--- config.mk ---
export PLATFORM = sky130hd
export DESIGN_NAME = mod_slave_arb
export DESIGN_NICKNAME = d
export VERILOG_FILES = /design/src/rtl/mod_slave_arb.sv
export SDC_FILE = /design/constraint.sdc
export NUM_CORES = 1
export LEC_CHECK = 0
export ABC_AREA = 1
export BUFFER_PORTS_ARGS = -buffer_cell sky130_fd_sc_hd__buf_2
export CORE_MARGIN = 2
export CORE_UTILIZATION = 35
export CTS_CLUSTER_SIZE = 14
export DETAILED_ROUTE_END_ITERATION = 8
export PLACE_DENSITY = 0.68
export SLEW_MARGIN = 10
export SYNTH_ARGS = -nofsm -noshare
export SYNTH_HDL_FRONTEND = slang
export SYNTH_SLANG_ARGS = --single-unit
--- constraint.sdc ---
create_clock -name clk -period 1.8 [get_ports clk]
set_input_delay 0.09 -clock clk [delete_from_list [all_inputs] [get_ports clk]]
set_output_delay 0.09 -clock clk [all_outputs]
set_load 0.05 [all_outputs]
--- src/rtl/mod_slave_arb.sv ---
// mod_slave_arb: two-port arbiter and sequencer for one memory-mapped slave.
// Port A (CPU data) and port B (debug/DMA) each issue word transactions; one
// is granted at a time, the slave is driven for 1+WAIT_CYCLES cycles, and the
// result is returned to the winner with a one-cycle ack.
// Optional feature macro: PLP_ARB_RR_EN -- when defined, ties are broken
// round-robin via last_grant; when undefined, port A has fixed priority.
module mod_slave_arb #(
  parameter int WAIT_CYCLES = 0,
  parameter int ADDR_W      = 32
) (
  input  logic              clk,
  input  logic              rst,
  input  logic              a_req,
  input  logic [ADDR_W-1:0] a_addr,
  input  logic              a_drw,
  input  logic [31:0]       a_din,
  output logic [31:0]       a_dout,
  output logic              a_ack,
  input  logic              b_req,
  input  logic [ADDR_W-1:0] b_addr,
  input  logic              b_drw,
  input  logic [31:0]       b_din,
  output logic [31:0]       b_dout,
  output logic              b_ack,
  output logic              s_de,
  output logic [ADDR_W-1:0] s_daddr,
  output logic              s_drw,
  output logic [31:0]       s_din,
  input  logic [31:0]       s_dout,
  output logic              busy
);

  typedef enum logic [1:0] {
    ST_IDLE  = 2'd0,
    ST_SERVE = 2'd1,
    ST_RESP  = 2'd2
  } state_t;

  localparam logic GRANT_A = 1'b0;
  localparam logic GRANT_B = 1'b1;

  // Returns 1 when port B wins; tie_b decides only when both ports request.
  function automatic logic pick_b(input logic req_a, input logic req_b, input logic tie_b);
    logic res;
    if (req_a && req_b) begin
      res = tie_b;
    end else begin
      res = req_b;
    end
    return res;
  endfunction

  state_t            state_r, state_next_s;
  logic [3:0]        cnt_r, cnt_next_s;
  logic              grant_r, grant_next_s;
  logic              last_grant_r, last_grant_next_s;
  logic [ADDR_W-1:0] addr_r, addr_next_s;
  logic              drw_r, drw_next_s;
  logic [31:0]       din_r, din_next_s;
  logic              de_r, de_next_s;
  logic              s_drw_r, s_drw_next_s;
  logic              busy_r, busy_next_s;
  logic              a_ack_r, a_ack_next_s;
  logic              b_ack_r, b_ack_next_s;
  logic [31:0]       a_dout_r, a_dout_next_s;
  logic [31:0]       b_dout_r, b_dout_next_s;
  logic              tie_b_s;
  logic              win_b_s;
  logic [31:0]       rdata_s;

  // Next state, latched transaction fields and next values of all registered outputs.
  always_comb begin
    state_next_s      = state_r;
    cnt_next_s        = cnt_r;
    grant_next_s      = grant_r;
    last_grant_next_s = last_grant_r;
    addr_next_s       = addr_r;
    drw_next_s        = drw_r;
    din_next_s        = din_r;
    de_next_s         = 1'b0;
    s_drw_next_s      = 1'b0;
    a_ack_next_s      = 1'b0;
    b_ack_next_s      = 1'b0;
    a_dout_next_s     = a_dout_r;
    b_dout_next_s     = b_dout_r;
`ifdef PLP_ARB_RR_EN
    tie_b_s           = (last_grant_r == GRANT_A);
`else
    tie_b_s           = 1'b0;
`endif
    win_b_s           = pick_b(a_req, b_req, tie_b_s);
    // Writes return zero; reads return whatever the slave presents now.
    rdata_s           = drw_r ? 32'd0 : s_dout;

    case (state_r)
      ST_IDLE: begin
        if (a_req || b_req) begin
          grant_next_s      = win_b_s;
          last_grant_next_s = win_b_s;
          if (win_b_s) begin
            addr_next_s = b_addr;
            drw_next_s  = b_drw;
            din_next_s  = b_din;
          end else begin
            addr_next_s = a_addr;
            drw_next_s  = a_drw;
            din_next_s  = a_din;
          end
          cnt_next_s   = 4'(WAIT_CYCLES);
          de_next_s    = 1'b1;
          s_drw_next_s = win_b_s ? b_drw : a_drw;
          state_next_s = ST_SERVE;
        end else begin
          state_next_s = ST_IDLE;
        end
      end
      ST_SERVE: begin
        if (cnt_r == 4'd0) begin
          state_next_s = ST_RESP;
          if (grant_r == GRANT_B) begin
            b_ack_next_s  = 1'b1;
            b_dout_next_s = rdata_s;
          end else begin
            a_ack_next_s  = 1'b1;
            a_dout_next_s = rdata_s;
          end
        end else begin
          cnt_next_s   = cnt_r - 4'd1;
          de_next_s    = 1'b1;
          s_drw_next_s = drw_r;
        end
      end
      ST_RESP: begin
        state_next_s = ST_IDLE;
      end
      default: begin
        state_next_s = ST_IDLE;
      end
    endcase

    busy_next_s = (state_next_s != ST_IDLE);
  end

  // State and output registers; reset abandons any transaction without an ack.
  always_ff @(posedge clk) begin
    if (rst) begin
      state_r      <= ST_IDLE;
      cnt_r        <= 4'd0;
      grant_r      <= GRANT_A;
      last_grant_r <= GRANT_B;
      addr_r       <= '0;
      drw_r        <= 1'b0;
      din_r        <= 32'd0;
      de_r         <= 1'b0;
      s_drw_r      <= 1'b0;
      busy_r       <= 1'b0;
      a_ack_r      <= 1'b0;
      b_ack_r      <= 1'b0;
      a_dout_r     <= 32'd0;
      b_dout_r     <= 32'd0;
    end else begin
      state_r      <= state_next_s;
      cnt_r        <= cnt_next_s;
      grant_r      <= grant_next_s;
      last_grant_r <= last_grant_next_s;
      addr_r       <= addr_next_s;
      drw_r        <= drw_next_s;
      din_r        <= din_next_s;
      de_r         <= de_next_s;
      s_drw_r      <= s_drw_next_s;
      busy_r       <= busy_next_s;
      a_ack_r      <= a_ack_next_s;
      b_ack_r      <= b_ack_next_s;
      a_dout_r     <= a_dout_next_s;
      b_dout_r     <= b_dout_next_s;
    end
  end

  assign s_de    = de_r;
  assign s_daddr = addr_r;
  assign s_drw   = s_drw_r;
  assign s_din   = din_r;
  assign busy    = busy_r;
  assign a_ack   = a_ack_r;
  assign b_ack   = b_ack_r;
  assign a_dout  = a_dout_r;
  assign b_dout  = b_dout_r;

endmodule

Word level (Yosys, flattened, before mapping):

Index checks and enable logic that the tools add are counted.

* input port bits: 166
* register bits after elaboration: 141
* output and inout port bits: 133

* reductions and logical operators: 11
* bitwise gates (word level): 3
* add/subtract/negate cells: 1
* mux-type cells: 19
* equality and inequality tests: 3

Operators with widths (count)
* 32-bit two-way mux: 3
* 1-bit two-way mux: 9
* 3-bit AND reduction: 3
* 4-bit two-way mux: 2
* 4-bit case mux with 2 select lines: 1
* 4-bit zero test: 1
* 2-bit inequality test, second input constant: 2
* 1-bit case mux with 2 select lines: 2
* 2-bit case mux with 2 select lines: 1
* 2-bit nonzero test: 2
* 4-bit by 1-bit subtractor with 4-bit output, second input constant: 1
* 1-bit NOT: 3
* 3-bit OR reduction: 1
* 2-bit by 1-bit equality test with 1-bit output, second input constant: 1
* 2-bit zero test: 1
* 2-bit two-way mux: 1
* 2-bit AND reduction: 1
* 1-bit logical AND: 1
* 1-bit logical OR: 1

Depth between registers and ports, before layout:

* word-level depth: 5
* mapped depth: 10

Worst setup path after synthesis:

No wires, ideal clock.

* path kind: reg2reg
* start: register cnt_r[0]
* end: register b_dout_r[10], in the netlist b_dout[10]
* arrival: 1.163 ns
* library setup time: 0.116 ns
* required time: 1.684 ns
* clock period less this slack: 1.278 ns
* cell stages (with the launch flop): 9
* setup slack: 0.522 ns
* path through: dfxtp_1 -> inv_1 -> ha_1 -> nand2_2 -> nor2_4 -> nand2_4 -> clkbuf_2 -> o21ai_0 -> nor2_1

* longest elaborated chain between the ends: 2

Ends and longest elaborated chain
* start: declaration: line 54 `logic [3:0] cnt_r, cnt_next_s;`
* start signal: assignment: line 163 `cnt_r <= cnt_next_s;`
* 4-bit zero test: line 118 `if (cnt_r == 4'd0) begin`
* 3-bit AND reduction (no line)
* end signal: assignment: line 175 `b_dout_r <= b_dout_next_s;`
* end: declaration: line 66 `logic [31:0] b_dout_r, b_dout_next_s;`

Every way passes these cells.
A chain may end at the register's enable or synchronous reset.

Final worst setup path:

* start: input a_req
* end: register din_r[18], in the netlist s_din[18]

* longest elaborated chain between the ends: 3
* elaborated cells on any way between the ends: 5
* classes of those cells: mux (2); reduce/logical (3)

Ends and longest elaborated chain
* start: declaration: line 13 `input logic a_req,`
* 1-bit logical AND: line 45 `if (req_a && req_b) begin`
* 1-bit two-way mux: line 45
* 32-bit two-way mux: line 100 `if (win_b_s) begin`
* end signal: assignment: line 168 `din_r <= din_next_s;`
* end: declaration: line 59 `logic [31:0] din_r, din_next_s;`

Parallel ways exist; a longest one is shown, timed or not.

==> flow_summary.json <==
{
  "status": "finished clean",
  "p_per_area_nw_per_um2": 1160,
  "first_pass_iters": 5,
  "syn-num-nets": 1048,
  "synth_compound_area_frac": 0.0962,
  "grt_pass1_wl_um": 31900,
  "wl_per_cell_um": 13.7,
  "start_util": 0.355,
  "coreArea_um2": 17100,
  "fmax_mhz": 678,
  "mostFrequentLayoutCell": "nand2_1",
  "fin_crit_sh": 0.819,
  "r2r_cells": 9,
  "end_kind": "flip-flop",
  "synth_area_um2": 6080,
  "yosys.area_share.adder": 0.00412,
  "dp_hpwl_um": 13400,
  "min_from": "b_drw",
  "num_rows": 48,
  "dpl.cell_count": 1362,
  "cts_setup_buffers": 0,
  "synthCells": 880,
  "grt_max_degree": 66,
  "setup-violations-final": 0,
  "synthMuxAreaShare": 0,
  "rr_endpoint": "a_dout[9]",
  "viasPerCell": 4.65,
  "syn_to_final_growth_pct": 53.9,
  "die_y_um": 136,
  "finalHoldViolCount": 0,
  "overflow": 0,
  "rsz0062_at_grt": "no",
  "mostFrequentLayoutCells": "nand2_1 (309), buf_2 (298), nor2_1 (176)",
  "path_class": "input port to flip-flop",
  "cts-root-buf": "clkbuf_16",
  "grt_usage": 0.220,
  "port_buffers": 298,
  "antenna_cells": 0,
  "drtIter0Drc": 365,
  "die_area_um2": 18400,
  "htreeDepth": 4,
  "layout_min_cycle_time_ns": 1.47,
  "syn_avg_cell_area_um2": 6.90,
  "fin_nets": 1430,
  "hp-class": "input port to flip-flop",
  "ir_drop_mv": 0.630,
  "vias": 6970,
  "synth-xor-area-share": 0,
  "clock_path_buffers": 2,
  "final_core_util": 0.546,
  "cp.arrival_ns": 1.84,
  "ys_types": 28,
  "cp_data_required_time_ns": 2.17,
  "pre_cts_ws_ns": 0.315,
  "timing.setup.tns_ns": 0,
  "rrSetupSlack_ns": 0.33,
  "path_max_fanout": 65,
  "wl_um": 20500,
  "fin_cells": 1500,
  "clk_pin_slew_worst_paths_ns": 0.06,
  "cellLeakagePower_nw": 5.02,
  "yosys_warnings": 0,
  "fin_skew_ns": 0.00972,
  "cts-buffers-inserted": 17,
  "min_path_cells": 3,
  "worst_slew_margin_rel": 0.540,
  "r2r_start": "cnt_r[0]",
  "synthSimpleGateAreaFrac": 0.340,
  "cts_tree": "built",
  "drive_above_1_share": 0.283,
  "slew_viol_final": 0,
  "clkSinkCount": 141,
  "min_to": "s_drw",
  "grt_pass1_vias": 6579,
  "synth_top_family_by_area": "simple AND/OR/NAND/NOR gates",
  "timing.final.ws_setup_ns": 0.326,
  "async_reset_ff_frac": 0,
  "worst_pin_slew_ns": 0.690,
  "chipWidth_um": 136,
  "cap_viol_max_count": 0,
  "synth_seq_cells": 141,
  "startpoint_type": "input port",
  "ys_seq_area_frac": 0.465,
  "route.detailed.drc": 0,
  "synth_top_flop_cell": "dfxtp_1",
  "drtAntennaViolNets": 0,
  "io-pin-count": 299,
  "grt_antenna_before_repair": 1,
  "post_cts_resized": 0,
  "synth_edf_count": 0,
  "clk_latency_ns": 0.42,
  "globalplace.congestion": 0.865
}
==> registers in the layout, indices dropped and copies added, names as in the netlist <==
register	count
state_r	2
b_ack	1
b_dout	32
busy	1
a_ack	1
a_dout	32
s_drw	1
grant_r	1
s_de	1
cnt_r	4
drw_r	1
s_daddr	32
s_din	32
==> logic make-up (layout without fill, tap and decap cells) <==
group | count (synthesis) | in the layout
buffers and inverters | 111 | 506
adder cells (fa/ha/maj) | 2 | 2
flip-flops | 141 | 141
AO/OA/AOI/OAI | 97 | 97
AND/OR/NAND/NOR | 529 | 529
==> report_power, final <==
part           switching, mW  internal (mW)  total, mW
Sequential             0.222           3.54       3.76
Combinational           2.56           1.02       3.57
Clock                   1.39           2.13       3.52
Total                   4.17           6.69       10.9
==> Yosys cell counts, types with 2 or more instances <==
cell,count,area [µm²]
nand3_1,30,150
o211ai_1,37,278
a21oi_1,28,140
o21ai_0,28,140
inv_1,49,184
nor3_1,2,10.0
nand2_1,310,1160
inv_2,2,7.51
nand2_4,2,22.5
buf_6,11,124
nor2_1,176,661
buf_2,26,130
buf_4,7,52.6
nor2_2,4,25.0
dfxtp_1,141,2820
o21ai_1,2,10.0
clkbuf_1,12,45.0
nand2_2,2,12.5
ha_1,2,25.0
==> worst max path at each step <==
stage	start	end	slack (ns)	cells past startpoint
6_report	a_req	s_din[18]	0.33	9
5_1_grt	state_r[0]	s_din[26]	0.18	6
4_1_cts	cnt_r[0]	b_dout[7]	0.30	9
3_5_place_dp	cnt_r[0]	b_dout[7]	0.31	9
3_3_place_gp	cnt_r[0]	a_dout[15]	0.38	9
2_1_floorplan	cnt_r[0]	b_dout[10]	0.52	8
==> metrics by stage <==
stage | instance area (µm²) | total power [mW] | hold WS, ns
2_1_floorplan | 6080 | 6.36 | 0.248
3_3_place_gp | 7690 | 7.16 | 0.333
3_5_place_dp | 7690 | 7.20 | 0.340
4_1_cts | 9350 | 10.9 | 0.00211
5_1_grt | 9350 | 11.4 | 0.0159
6_report | 9350 | 10.9 | 0.0186
==> metal layers <==
metal	up-vias	track usage	wire [µm]
met5	-	0	11
met4	2	0.112	770
met3	60	0.0599	1510
met2	312	0.370	9790
met1	3099	0.258	8450
li1	3497	-	-
==> worst max-delay path, cell delays in order <==
cell and delay (ns):
buf_2 0.11, inv_1 0.05, nand2_2 0.06, buf_4 0.55
nand2_1 0.16, nand2_1 0.10, dlygate4sd3_1 0.56, nand3_1 0.07
nand2_1 0.06
==> layout make-up <==
cell class / instances / area (µm²)
sequential: 141 / 2820
tap: 225 / 282
clock buffer: 20 / 457
clock inverter: 12 / 136
inverter: 53 / 206
timing repair buffer: 421 / 2760
multi-input combinational: 628 / 2690
fill: 1614 / 7770
==> what timing repair did <==
action,4_1_cts,5_1_grt
hold endpoints to repair,89,0
endpoints found under the setup margin,0,0
hold buffers,106,0
No activity file was read; power rests on OpenSTA's default activity.
